===== src/rtl/xbar_pkg.sv =====
// Shared types and width helpers for the crossbar arbiter.
package xbar_pkg;

  typedef enum logic {StIdle, StBusy} arb_state_e;

  // Widths never collapse to zero so single-port configurations still elaborate.
  function automatic int dest_width(int m_count);
    return (m_count > 1) ? $clog2(m_count) : 1;
  endfunction

  function automatic int src_width(int s_count);
    return (s_count > 1) ? $clog2(s_count) : 1;
  endfunction

endpackage


===== src/rtl/xbar_rr_arbiter.sv =====
// Per-sink arbiter: packet-locked grant, round-robin under conflict, lowest-index otherwise.
module xbar_rr_arbiter
  import xbar_pkg::*;
#(
  parameter int S_DATA_COUNT = 2,
  parameter int T_SRC_WIDTH  = src_width(S_DATA_COUNT)
) (
  input  logic                    clk,
  input  logic                    rst,
  input  logic [S_DATA_COUNT-1:0] req_i,
  input  logic [S_DATA_COUNT-1:0] s_valid_i,
  input  logic [S_DATA_COUNT-1:0] s_last_i,
  input  logic                    conflict_i,
  input  logic                    m_ready_i,
  output logic                    m_valid_o,
  output logic                    busy_o,
  output logic [T_SRC_WIDTH-1:0]  sel_o,
  output logic [S_DATA_COUNT-1:0] grant_o
);

  arb_state_e             state_q, state_d;
  logic [T_SRC_WIDTH-1:0] ptr_q, ptr_d;
  logic [T_SRC_WIDTH-1:0] sel_q, sel_d;
  logic [T_SRC_WIDTH-1:0] low_idx, rr_idx;
  logic                   rr_found;

  always_comb begin
    low_idx = '0;
    for (int i = S_DATA_COUNT - 1; i >= 0; i--) begin
      if (req_i[i]) low_idx = T_SRC_WIDTH'(i);
    end
    // Search starts one past the previous winner and wraps.
    rr_idx   = '0;
    rr_found = 1'b0;
    for (int k = 1; k <= S_DATA_COUNT; k++) begin
      if (!rr_found && req_i[(int'(ptr_q) + k) % S_DATA_COUNT]) begin
        rr_idx   = T_SRC_WIDTH'((int'(ptr_q) + k) % S_DATA_COUNT);
        rr_found = 1'b1;
      end
    end
  end

  always_comb begin
    state_d = state_q;
    ptr_d   = ptr_q;
    sel_d   = sel_q;
    unique case (state_q)
      StIdle: begin
        if (|req_i) begin
          state_d = StBusy;
          if (conflict_i) begin
            sel_d = rr_idx;
            ptr_d = rr_idx;
          end else begin
            sel_d = low_idx;
          end
        end
      end
      StBusy: begin
        if (s_valid_i[sel_q] && m_ready_i && s_last_i[sel_q]) state_d = StIdle;
      end
      default: state_d = StIdle;
    endcase
  end

  always_ff @(posedge clk) begin
    if (rst) begin
      state_q <= StIdle;
      ptr_q   <= T_SRC_WIDTH'(S_DATA_COUNT - 1);
      sel_q   <= '0;
    end else begin
      state_q <= state_d;
      ptr_q   <= ptr_d;
      sel_q   <= sel_d;
    end
  end

  // Outputs are forced quiet for the whole time reset is held.
  always_comb begin
    busy_o    = !rst && (state_q == StBusy);
    m_valid_o = busy_o && s_valid_i[sel_q];
    sel_o     = rst ? '0 : sel_q;
    grant_o   = busy_o ? (S_DATA_COUNT'(1) << sel_q) : '0;
  end

endmodule


===== src/rtl/xbar_arbiter.sv =====
// Crossbar arbitration stage: one packet-locked arbiter per sink plus source-side fan-in.
module xbar_arbiter
  import xbar_pkg::*;
#(
  parameter int S_DATA_COUNT = 2,
  parameter int M_DATA_COUNT = 3,
  localparam int T_DEST_WIDTH = dest_width(M_DATA_COUNT),
  localparam int T_SRC_WIDTH  = src_width(S_DATA_COUNT)
) (
  input  logic                                 clk,
  input  logic                                 rst,
  input  logic [S_DATA_COUNT-1:0]              s_valid_i,
  input  logic [S_DATA_COUNT-1:0]              s_last_i,
  input  logic [S_DATA_COUNT*T_DEST_WIDTH-1:0] s_dest_i,
  input  logic [M_DATA_COUNT-1:0]              conflict_i,
  input  logic [M_DATA_COUNT-1:0]              m_ready_i,
  output logic [S_DATA_COUNT-1:0]              s_ready_o,
  output logic [M_DATA_COUNT-1:0]              m_valid_o,
  output logic [M_DATA_COUNT*T_SRC_WIDTH-1:0]  m_sel_o,
  output logic [M_DATA_COUNT-1:0]              m_busy_o
);

  logic [S_DATA_COUNT-1:0] req   [M_DATA_COUNT];
  logic [S_DATA_COUNT-1:0] grant [M_DATA_COUNT];
  logic [S_DATA_COUNT-1:0] src_busy;

  always_comb begin
    src_busy = '0;
    for (int m = 0; m < M_DATA_COUNT; m++) src_busy |= grant[m];
  end

  // A source already locked to a sink cannot request anywhere else.
  always_comb begin
    for (int m = 0; m < M_DATA_COUNT; m++) begin
      for (int i = 0; i < S_DATA_COUNT; i++) begin
        req[m][i] = s_valid_i[i] && !src_busy[i] &&
                    (s_dest_i[i*T_DEST_WIDTH +: T_DEST_WIDTH] == T_DEST_WIDTH'(m));
      end
    end
  end

  always_comb begin
    s_ready_o = '0;
    for (int m = 0; m < M_DATA_COUNT; m++) begin
      s_ready_o |= grant[m] & {S_DATA_COUNT{m_ready_i[m]}};
    end
  end

  for (genvar m = 0; m < M_DATA_COUNT; m++) begin : g_sink
    xbar_rr_arbiter #(
      .S_DATA_COUNT(S_DATA_COUNT),
      .T_SRC_WIDTH (T_SRC_WIDTH)
    ) u_arb (
      .clk       (clk),
      .rst       (rst),
      .req_i     (req[m]),
      .s_valid_i (s_valid_i),
      .s_last_i  (s_last_i),
      .conflict_i(conflict_i[m]),
      .m_ready_i (m_ready_i[m]),
      .m_valid_o (m_valid_o[m]),
      .busy_o    (m_busy_o[m]),
      .sel_o     (m_sel_o[m*T_SRC_WIDTH +: T_SRC_WIDTH]),
      .grant_o   (grant[m])
    );
  end

endmodule


===== config.mk =====
export PLATFORM = sky130hd
export DESIGN_NAME = xbar_arbiter
export DESIGN_NICKNAME = d
export VERILOG_FILES = /design/src/rtl/xbar_pkg.sv /design/src/rtl/xbar_rr_arbiter.sv /design/src/rtl/xbar_arbiter.sv
export SDC_FILE = /design/constraint.sdc
export NUM_CORES = 1
export LEC_CHECK = 0
export CORE_MARGIN = 4
export CORE_UTILIZATION = 30
export CTS_CLUSTER_SIZE = 10
export DETAILED_ROUTE_END_ITERATION = 10
export PLACE_DENSITY_LB_ADDON = 0.05
export RECOVER_POWER = 100
export SLEW_MARGIN = 40
export SYNTH_ARGS = -nofsm -noshare
export SYNTH_HDL_FRONTEND = slang
export SYNTH_SLANG_ARGS = --single-unit

===== constraint.sdc =====
create_clock -name clk -period 3.7 [get_ports clk]
set_input_delay 0.74 -clock clk [delete_from_list [all_inputs] [get_ports clk]]
set_output_delay 0.74 -clock clk [all_outputs]
set_load 0.005 [all_outputs]

== Word-level counts from Yosys, hierarchy flattened ==
Index checks and enable logic that the tools add are counted.
Storage, ports and cells
  register bits: 9
  bits of input ports: 16
  output and inout bits: 11
  word-level logic and storage cells: 150
Cells by class
  $add $sub $neg: 6
  $lt $le $gt $ge: 9
  equal/unequal tests: 4
  shift operators: 3
  muxes and demuxes: 63
  bitwise operators: 16
  reductions and logical operators: 40
Operator list (count)
  two-way mux 1 bit: 57
  logical AND 1 bit: 23
  < comparator 2 x 3 -> 1 bit, second input constant: 6
  AND reduction 3 bit: 3
  OR 2 bit: 4
  adder 1 bit, second input constant: 6
  AND 1 bit, first input constant: 6
  AND 2 bit: 3
  zero test 1 bit: 6
  < comparator 1 x 2 -> 1 bit, second input constant: 3
  two-way mux 2 bit: 3
  case mux 1 bit (2 select lines): 3
  AND reduction 2 bit: 3
  OR reduction 2 bit: 3
  left shift 1 x 1 -> 2 bit, first input constant: 3
  == test 2 x 1 -> 1 bit, second input constant: 2
  == test 2 bit, second input constant: 2
  zero test 2 bit: 2
  inverter 1 bit: 3

== Longest topological paths before layout ==
Gate-level depths: netlist (run 1).
  depth in word-level cells: 16
  gate-level depth with buffers: 6

== Hierarchy ==
A second synthesis (run 1) with hierarchy kept.
Unflattened totals
  cell total of the unflattened synthesis: 78
  area, all modules: 644.4 um2
By module, submodules not included
  xbar_rr_arbiter: instances 3, cells an instance 22, area an instance 176.4 um2
  xbar_arbiter: instances 1, cells an instance 12, area an instance 115.1 um2

== Least setup slack after synthesis (run 1) ==
Ideal clock, no wire load.
  path type: input to output
  from: in rst
  to: out s_ready_o[0]
  arrival time: 1.397 ns
  data required time: 2.960 ns
  setup slack: 1.563 ns
  stages on the path: 5
  path through: buf_4 nor2b_1 nand2_1 o22a_1 o21ai_0
On the way
  cells in the longest elaborated chain, start to end: 6
Ends and longest elaborated chain
  start: declaration: RTL line xbar_arbiter.sv:11  | input logic rst,
  zero test 1 bit: RTL line xbar_rr_arbiter.sv:80  | busy_o = !rst && (state_q == StBusy);
  logical AND 1 bit: RTL line xbar_rr_arbiter.sv:80
  net g_sink[1].u_arb.busy_o: RTL line xbar_rr_arbiter.sv:16  | output logic busy_o,
  two-way mux 2 bit: RTL line xbar_rr_arbiter.sv:83  | grant_o = busy_o ? (S_DATA_COUNT'(1) << sel_q) : '0;
  AND 2 bit: RTL line xbar_arbiter.sv:45  | s_ready_o |= grant[m] & {S_DATA_COUNT{m_ready_i[m]}};
  OR 2 bit (2 in series): RTL line xbar_arbiter.sv:45
  end: declaration: RTL line xbar_arbiter.sv:17  | output logic [S_DATA_COUNT-1:0] s_ready_o,
The timed path passes the listed nets, and every way through them passes these cells.

== Worst setup path after layout (run 1) ==
  from: in rst
  to: out m_sel_o[0]
On the way
  cells in the longest elaborated chain, start to end: 1
Ends and longest elaborated chain
  two-way mux 1 bit: RTL line xbar_rr_arbiter.sv:82  | sel_o = rst ? '0 : sel_q;
  end: declaration: RTL line xbar_arbiter.sv:19  | output logic [M_DATA_COUNT*T_SRC_WIDTH-1:0] m_sel_o,
No other way between the ends.

==> flow_summary_export.csv, run 1 <==
group,metric,value,unit
cts,cts_buffers,3,
timing,hold_ws,0.548,ns
logic_synthesis,yosysUniqueCellTypes,35,
drt,wl_per_cell,14.6,um
cells_and_area,antenna_cells,0,
setup_path,crit_chain,"dlygate4sd3_1 -> clkbuf_1 -> nor2b_1 -> clkdlybuf4s50_1",
timing,period_share,90.7,%
logic_synthesis,async_reset_ff_share,0,%
cts,post_cts_resized,0,
cts,htree_levels,1,
timing,hold_violations,0,
drt,met2WireLength,974,um
logic_synthesis,synth_area_per_cell,8.25,um2
setup_path,critPathKind,"in2out",
logic_synthesis,synthFlopType,"dfxtp_1",
logic_synthesis,ys_warn_count,0,
logic_synthesis,seq_area_frac_synth,20.8,%
drt,wl,2210,um
floorplan,fp.dieW,61.7,um
global_routing,antenna_found_initial,0,
power_and_ir_drop,power,0.269,mW
global_routing,grt_max_degree,15,
drt,wl_met1,1090,um
floorplan,core_area,0.00276,mm2
cts,cts_tree,"yes",
logic_synthesis,ys_top_cells_by_area,"dfxtp_1, buf_4, nor2b_1",
logic_synthesis,synth.top_cell.area_share,20.8,%
floorplan,initial_core_util,31.4,%
place,place_congestion,0.732,
cts,cts.clk_slew.worst_paths,0.07,ns
drt,via_per_inst,5.32,
drt,vias,803,
setup_path,crit_slowest_cell,"dlygate4sd3_1",
power_and_ir_drop,p_per_area,253,mW/mm2
global_routing,grt_pass1_vias,805,
timing,setup_violations,0,
logic_synthesis,syn_inst,105,
logic_synthesis,syn_area,866,um2
cells_and_area,finalNetCount,137,
setup_path,max_stage_delay,0.69,ns
timing,slew_viol_final,0,
timing,fin_tns_setup,0,ns
timing,finalCriticalPeriod,3.36,ns
drt,antenna_left,0,
cts,postCtsSetupRepairBufs,0,
floorplan,die_area,0.00381,mm2
timing,max_freq,298,MHz
power_and_ir_drop,p_leak,0.400,nW
floorplan,die_h,61.7,um
drt,highest_layer,"met4",
cts,cts-root-buf,"clkbuf_4",
cts,cts_hold_buf,0,
drt,firstDrtPassIters,4,
global_routing,track_usage,12.8,%
logic_synthesis,ys_ff_latch,9,
cells_and_area,drive_above_1_share,8.33,%
cells_and_area,final_cells,151,
status,outcome,"completed",
global_routing,grt_pass1_wl,3670,um
setup_path,endpoint_kind,"output port",
timing,worst_slew_pin_slew,0.805,ns
timing,slew_headroom,46.2,%
cts,cts_sinks,9,
drt,drt_iter0_drc,22,
timing,fin_skew,0.00316,ns
floorplan,rows,19,
logic_synthesis,postSynthNetCount,121,
cts,clk_path_buf_depth,2,
setup_path,cp.required,2.96,ns
run,max-cap-violations,0,
hold_path,hold_class,"reg2reg",
timing,rsz0062_at_grt,"false",
place,place_inst,147,
drt,drc_errors,0,
global_routing,gr-total-overflow,0,
setup_path,crit_arrival,2.62,ns
logic_synthesis,synth-edff-count,0,
power_and_ir_drop,irDropWorstVdd,134,uV
cts,clk_latency,0.26,ns
place,dp_hpwl,1690,um
setup_path,critPathLaunchType,"primary input",
drt,route.met3.wl,120,um
logic_synthesis,synth_top_area_cell,"dfxtp_1",
floorplan,ios,27,
cells_and_area,syn2layout_area_growth,22.8,%
setup_path,crit_path_max_fanout,14,
place,portBuffers,26,
[metal layers]
| layer | global-route usage (%) | vias to the layer above |
|---|---|---|
| met5 | 0 | - |
| met1 | 16.7 | 373 |
| met3 | 3.10 | 2 |
| met4 | 5.45 | 0 |
| li1 | - | 410 |
| met2 | 20.0 | 18 |
[cells in the final DEF (no fill, tap or decap), drive strengths merged, types with 2 or more instances in the layout]
cell type / count
a211oi: 5
a311o: 3
a311oi: 3
a31oi: 3
a32o: 2
and4b: 2
clkbuf: 5
clkdlybuf4s50: 17
dfxtp: 9
dlygate4sd3: 9
inv: 4
mux2i: 3
nand2: 7
nand2b: 3
nand3: 10
nand3b: 4
nor2: 4
nor2b: 12
o21ai: 4
[layout make-up]
cell class | count | area, um2
Fill cell | 313 | 1690
Multi-Input combinational cell | 76 | 539
Timing Repair Buffer | 27 | 264
Sequential cell | 9 | 180
Tap cell | 31 | 38.8
Clock buffer | 4 | 26.3
Inverter | 4 | 15.0
[metrics by stage]
step / cell area (um2) / setup slack (ns) / util [%]
after detailed placement: 1060 / 0.513 / 38.6
after CTS: 1090 / 0.474 / 39.5
after global placement: 1060 / 0.530 / 38.6
after global routing: 1060 / 0.232 / 38.6
after floorplan: 866 / 1.56 / -
final: 1060 / 0.343 / 38.6
[kinds of logic after synthesis]
| family | share of synthesized area, % |
|---|---|
| muxes | 3.47 |
| DFF | 20.8 |
| AOI/OAI and AO/OA | 29.8 |
| and+or+nand+nor | 31.6 |
| buffers and inverters | 14.3 |
[state kept, by name, summed over array words and instances, names as in the netlist]
name,flops
g_sink.u_arb.ptr_q,3
g_sink.u_arb.sel_q,3
g_sink.u_arb.state_q,3
[cells in the mapped netlist, types with 3 or more instances]
library cell  instances
nand2b_1              3
nand3b_1              4
a211oi_2              3
a31oi_1               3
nor2b_1              12
nand3_1              10
dfxtp_1               9
buf_4                10
nor2_1                4
mux2i_1               3
o21ai_0               4
nand2_1               7
inv_1                 4
[report_power, final]
| part | switching (mW) | total [mW] | internal [mW] |
|---|---|---|---|
| registers | 0.0109 | 0.114 | 0.103 |
| clock network | 0.0370 | 0.0786 | 0.0416 |
| logic | 0.0346 | 0.0771 | 0.0424 |
| total | 0.0825 | 0.269 | 0.187 |
[worst paths after layout]
check	cells past startpoint	slack, ns	to	start
min reg2reg	2	0.55	g_sink[0].u_arb.ptr_q	g_sink[0].u_arb.ptr_q
min	2	0.55	g_sink[0].u_arb.ptr_q	g_sink[0].u_arb.ptr_q
max	4	0.34	m_sel_o[0]	rst
max reg2reg	4	1.77	g_sink[0].u_arb.state_q	g_sink[1].u_arb.state_q
[worst max-delay path: cells and delay by family]
kind	cells	cell delay, ns
AND/OR/NAND/NOR	1	0.14
buffers and inverters	3	1.74
Note: power is estimated with default switching activity, not from simulation.
==> run 2, diff against run 1 <==
--- a/config.mk
+++ b/config.mk
@@ -5,8 +5,9 @@
 export SDC_FILE = /design/constraint.sdc
 export NUM_CORES = 1
 export LEC_CHECK = 0
+export ABC_AREA = 0
 export CORE_MARGIN = 4
-export CORE_UTILIZATION = 30
+export CORE_UTILIZATION = 45
 export CTS_CLUSTER_SIZE = 10
 export DETAILED_ROUTE_END_ITERATION = 10
 export PLACE_DENSITY_LB_ADDON = 0.05
==> constraint.sdc (replaced) <==
create_clock -name clk -period 3.7 [get_ports clk]
set_input_delay 0.74 -clock clk [delete_from_list [all_inputs] [get_ports clk]]
set_output_delay 0.74 -clock clk [all_outputs]
set_load 0.01 [all_outputs]
==> flow_summary_export.csv, run 2 (synthesis gave the netlist of run 1 again) <==
group,metric,value,unit
cts,cts-root-buf,"clkbuf_4",
drt,drt_iter0_drc,11,
setup_path,critPathLaunchType,"primary input",
drt,antenna_left,0,
power_and_ir_drop,power.switching,0.0833,mW
global_routing,grt_pass1_vias,824,
hold_path,hold_path_end,"g_sink[1].u_arb.ptr_q",
power_and_ir_drop,p_per_area,251,mW/mm2
cells_and_area,fillers,163,
setup_path,cp.required,2.96,ns
drt,drc_errors,0,
cells_and_area,final_common_cell,"clkdlybuf4s50_1",
run,max-cap-violations,0,
setup_path,crit_path_max_fanout,8,
global_routing,gr-total-overflow,0,
floorplan,rows,15,
power_and_ir_drop,power_frac_seq,41.7,%
cells_and_area,reg.largest.list,"g_sink.u_arb.ptr_q (3), g_sink.u_arb.sel_q (3), g_sink.u_arb.state_q (3)",
power_and_ir_drop,p_leak,0.414,nW
timing,finalCriticalPeriod,3.39,ns
timing,fin_skew,0.00414,ns
hold_path,hold_start,"g_sink[1].u_arb.ptr_q",
cells_and_area,final_cell_mix,"clkdlybuf4s50_1, nor2b_1, dlygate4sd3_1",
cts,post_cts_resized,0,
power_and_ir_drop,clockPowerShare,28.5,%
floorplan,initial_core_util,48.6,%
timing,period_share,91.6,%
cells_and_area,syn2layout_area_growth,24.9,%
cts,clk_latency,0.26,ns
drt,wl,2090,um
place,dp_hpwl,1630,um
cts,cts_sinks,9,
setup_path,rr_startpoint,"g_sink[0].u_arb.state_q",
cts,cts_tree,"yes",
setup_path,reg2regPathDepth,4,
cts,cts_buffers,3,
setup_path,reg2reg_slack,2.07,ns
floorplan,ios,27,
setup_path,critPathKind,"in2out",
setup_path,crit_arrival,2.65,ns
timing,worst_slew_pin_slew,0.470,ns
drt,vias,821,
floorplan,die_area,0.00269,mm2
place,place_congestion,0.811,
power_and_ir_drop,switching_share,30.7,%
hold_path,min_path_cells,2,
floorplan,fp.dieW,51.9,um
cts,htree_levels,1,
power_and_ir_drop,irDropWorstVdd,154,uV
drt,wl_per_cell,14.3,um
place,portBuffers,26,
cells_and_area,antenna_cells,0,
global_routing,grt_pass1_wl,3480,um
cts,cts.clk_slew.worst_paths,0.06,ns
timing,slew_headroom,68.7,%
floorplan,die_h,51.9,um
cells_and_area,finalNetCount,138,
setup_path,rr_endpoint,"g_sink[2].u_arb.state_q",
cts,clk_path_buf_depth,2,
setup_path,endpoint_kind,"output port",
floorplan,core_area,0.00178,mm2
status,outcome,"completed",
global_routing,grt_max_degree,11,
timing,max_freq,295,MHz
place,place_area,0.00106,mm2
cts,cts_hold_buf,0,
global_routing,antenna_found_initial,0,
cells_and_area,fin_area,0.00108,mm2
global_routing,track_usage,17.0,%
timing,fin_tns_setup,0,ns
cells_and_area,drive_above_1_share,9.92,%
power_and_ir_drop,p_int,0.188,mW
timing,setup_violations,0,
timing,rsz0062_at_grt,"false",
drt,firstDrtPassIters,4,
timing,hold_violations,0,
timing,slew_viol_final,0,
power_and_ir_drop,combPwrFrac,29.8,%
cts,postCtsSetupRepairBufs,0,
hold_path,hold_class,"reg2reg",
drt,via_per_inst,5.62,
-- run 2: worst max-delay path: stages --
cell and delay (ns):
dlygate4sd3_1 0.59, buf_4 0.18, nor2b_1 0.23, nand2_1 0.08, o22a_1 0.20, o21ai_0 0.07
clkdlybuf4s50_1 0.56
-- run 2: cell type report --
type / instances / area (um2) / area share [%]
clock buffer: 4 / 26.3 / 2.43
inverter: 4 / 15.0 / 1.39
multi-input combinational: 76 / 557 / 51.5
sequential: 9 / 180 / 16.7
tap: 25 / 31.3 / 2.89
timing repair buffer: 28 / 272 / 25.1
-- run 2: per-stage QoR --
step	total power, mW	hold slack [ns]	setup slack [ns]	std cells	utilization [%]
2_1_floorplan	0.167	0.511	1.51	105	-
5_1_grt	0.290	0.591	0.168	146	60.6
3_3_place_gp	0.197	0.523	0.500	142	59.6
3_5_place_dp	0.198	0.534	0.436	142	59.6
6_report	0.271	0.546	0.310	146	60.6
4_1_cts	0.278	0.550	0.401	146	61.1
-- run 2: worst max path at each step --
stage	from	to	slack, ns	cells past startpoint
3_5_place_dp	rst	s_ready_o[0]	0.44	7
4_1_cts	rst	s_ready_o[0]	0.40	7
5_1_grt	rst	s_ready_o[0]	0.17	7
3_3_place_gp	rst	s_ready_o[0]	0.50	7
2_1_floorplan	rst	s_ready_o[0]	1.51	5
6_report	rst	s_ready_o[0]	0.31	7
-- run 2: power by group through the flow --
| stage | combinational [mW] | clock (mW) | sequential [mW] |
|---|---|---|---|
| after floorplan | 0.0568 | 0 | 0.110 |
| after global placement | 0.0816 | 0 | 0.115 |
| after detailed placement | 0.0830 | 0 | 0.115 |
| after CTS | 0.0837 | 0.0817 | 0.113 |
| after global routing | 0.0881 | 0.0878 | 0.114 |
| final | 0.0809 | 0.0773 | 0.113 |
-- run 2: layer usage --
layer / wire (um) / GRT usage [%]
met1: 996 / 20.4
met2: 961 / 29.1
met5: 0 / 0
met3: 122 / 4.58
met4: 12 / 5.24
==> run 3, diff against run 2 <==
--- a/config.mk
+++ b/config.mk
@@ -8,11 +8,10 @@
 export ABC_AREA = 0
 export CORE_MARGIN = 4
 export CORE_UTILIZATION = 45
-export CTS_CLUSTER_SIZE = 10
 export DETAILED_ROUTE_END_ITERATION = 10
 export PLACE_DENSITY_LB_ADDON = 0.05
 export RECOVER_POWER = 100
-export SLEW_MARGIN = 40
+export SLEW_MARGIN = 5
 export SYNTH_ARGS = -nofsm -noshare
 export SYNTH_HDL_FRONTEND = slang
 export SYNTH_SLANG_ARGS = --single-unit
==> results of run 3 <==
No change in the layout: final DEF, timing and power equal those of run 2.
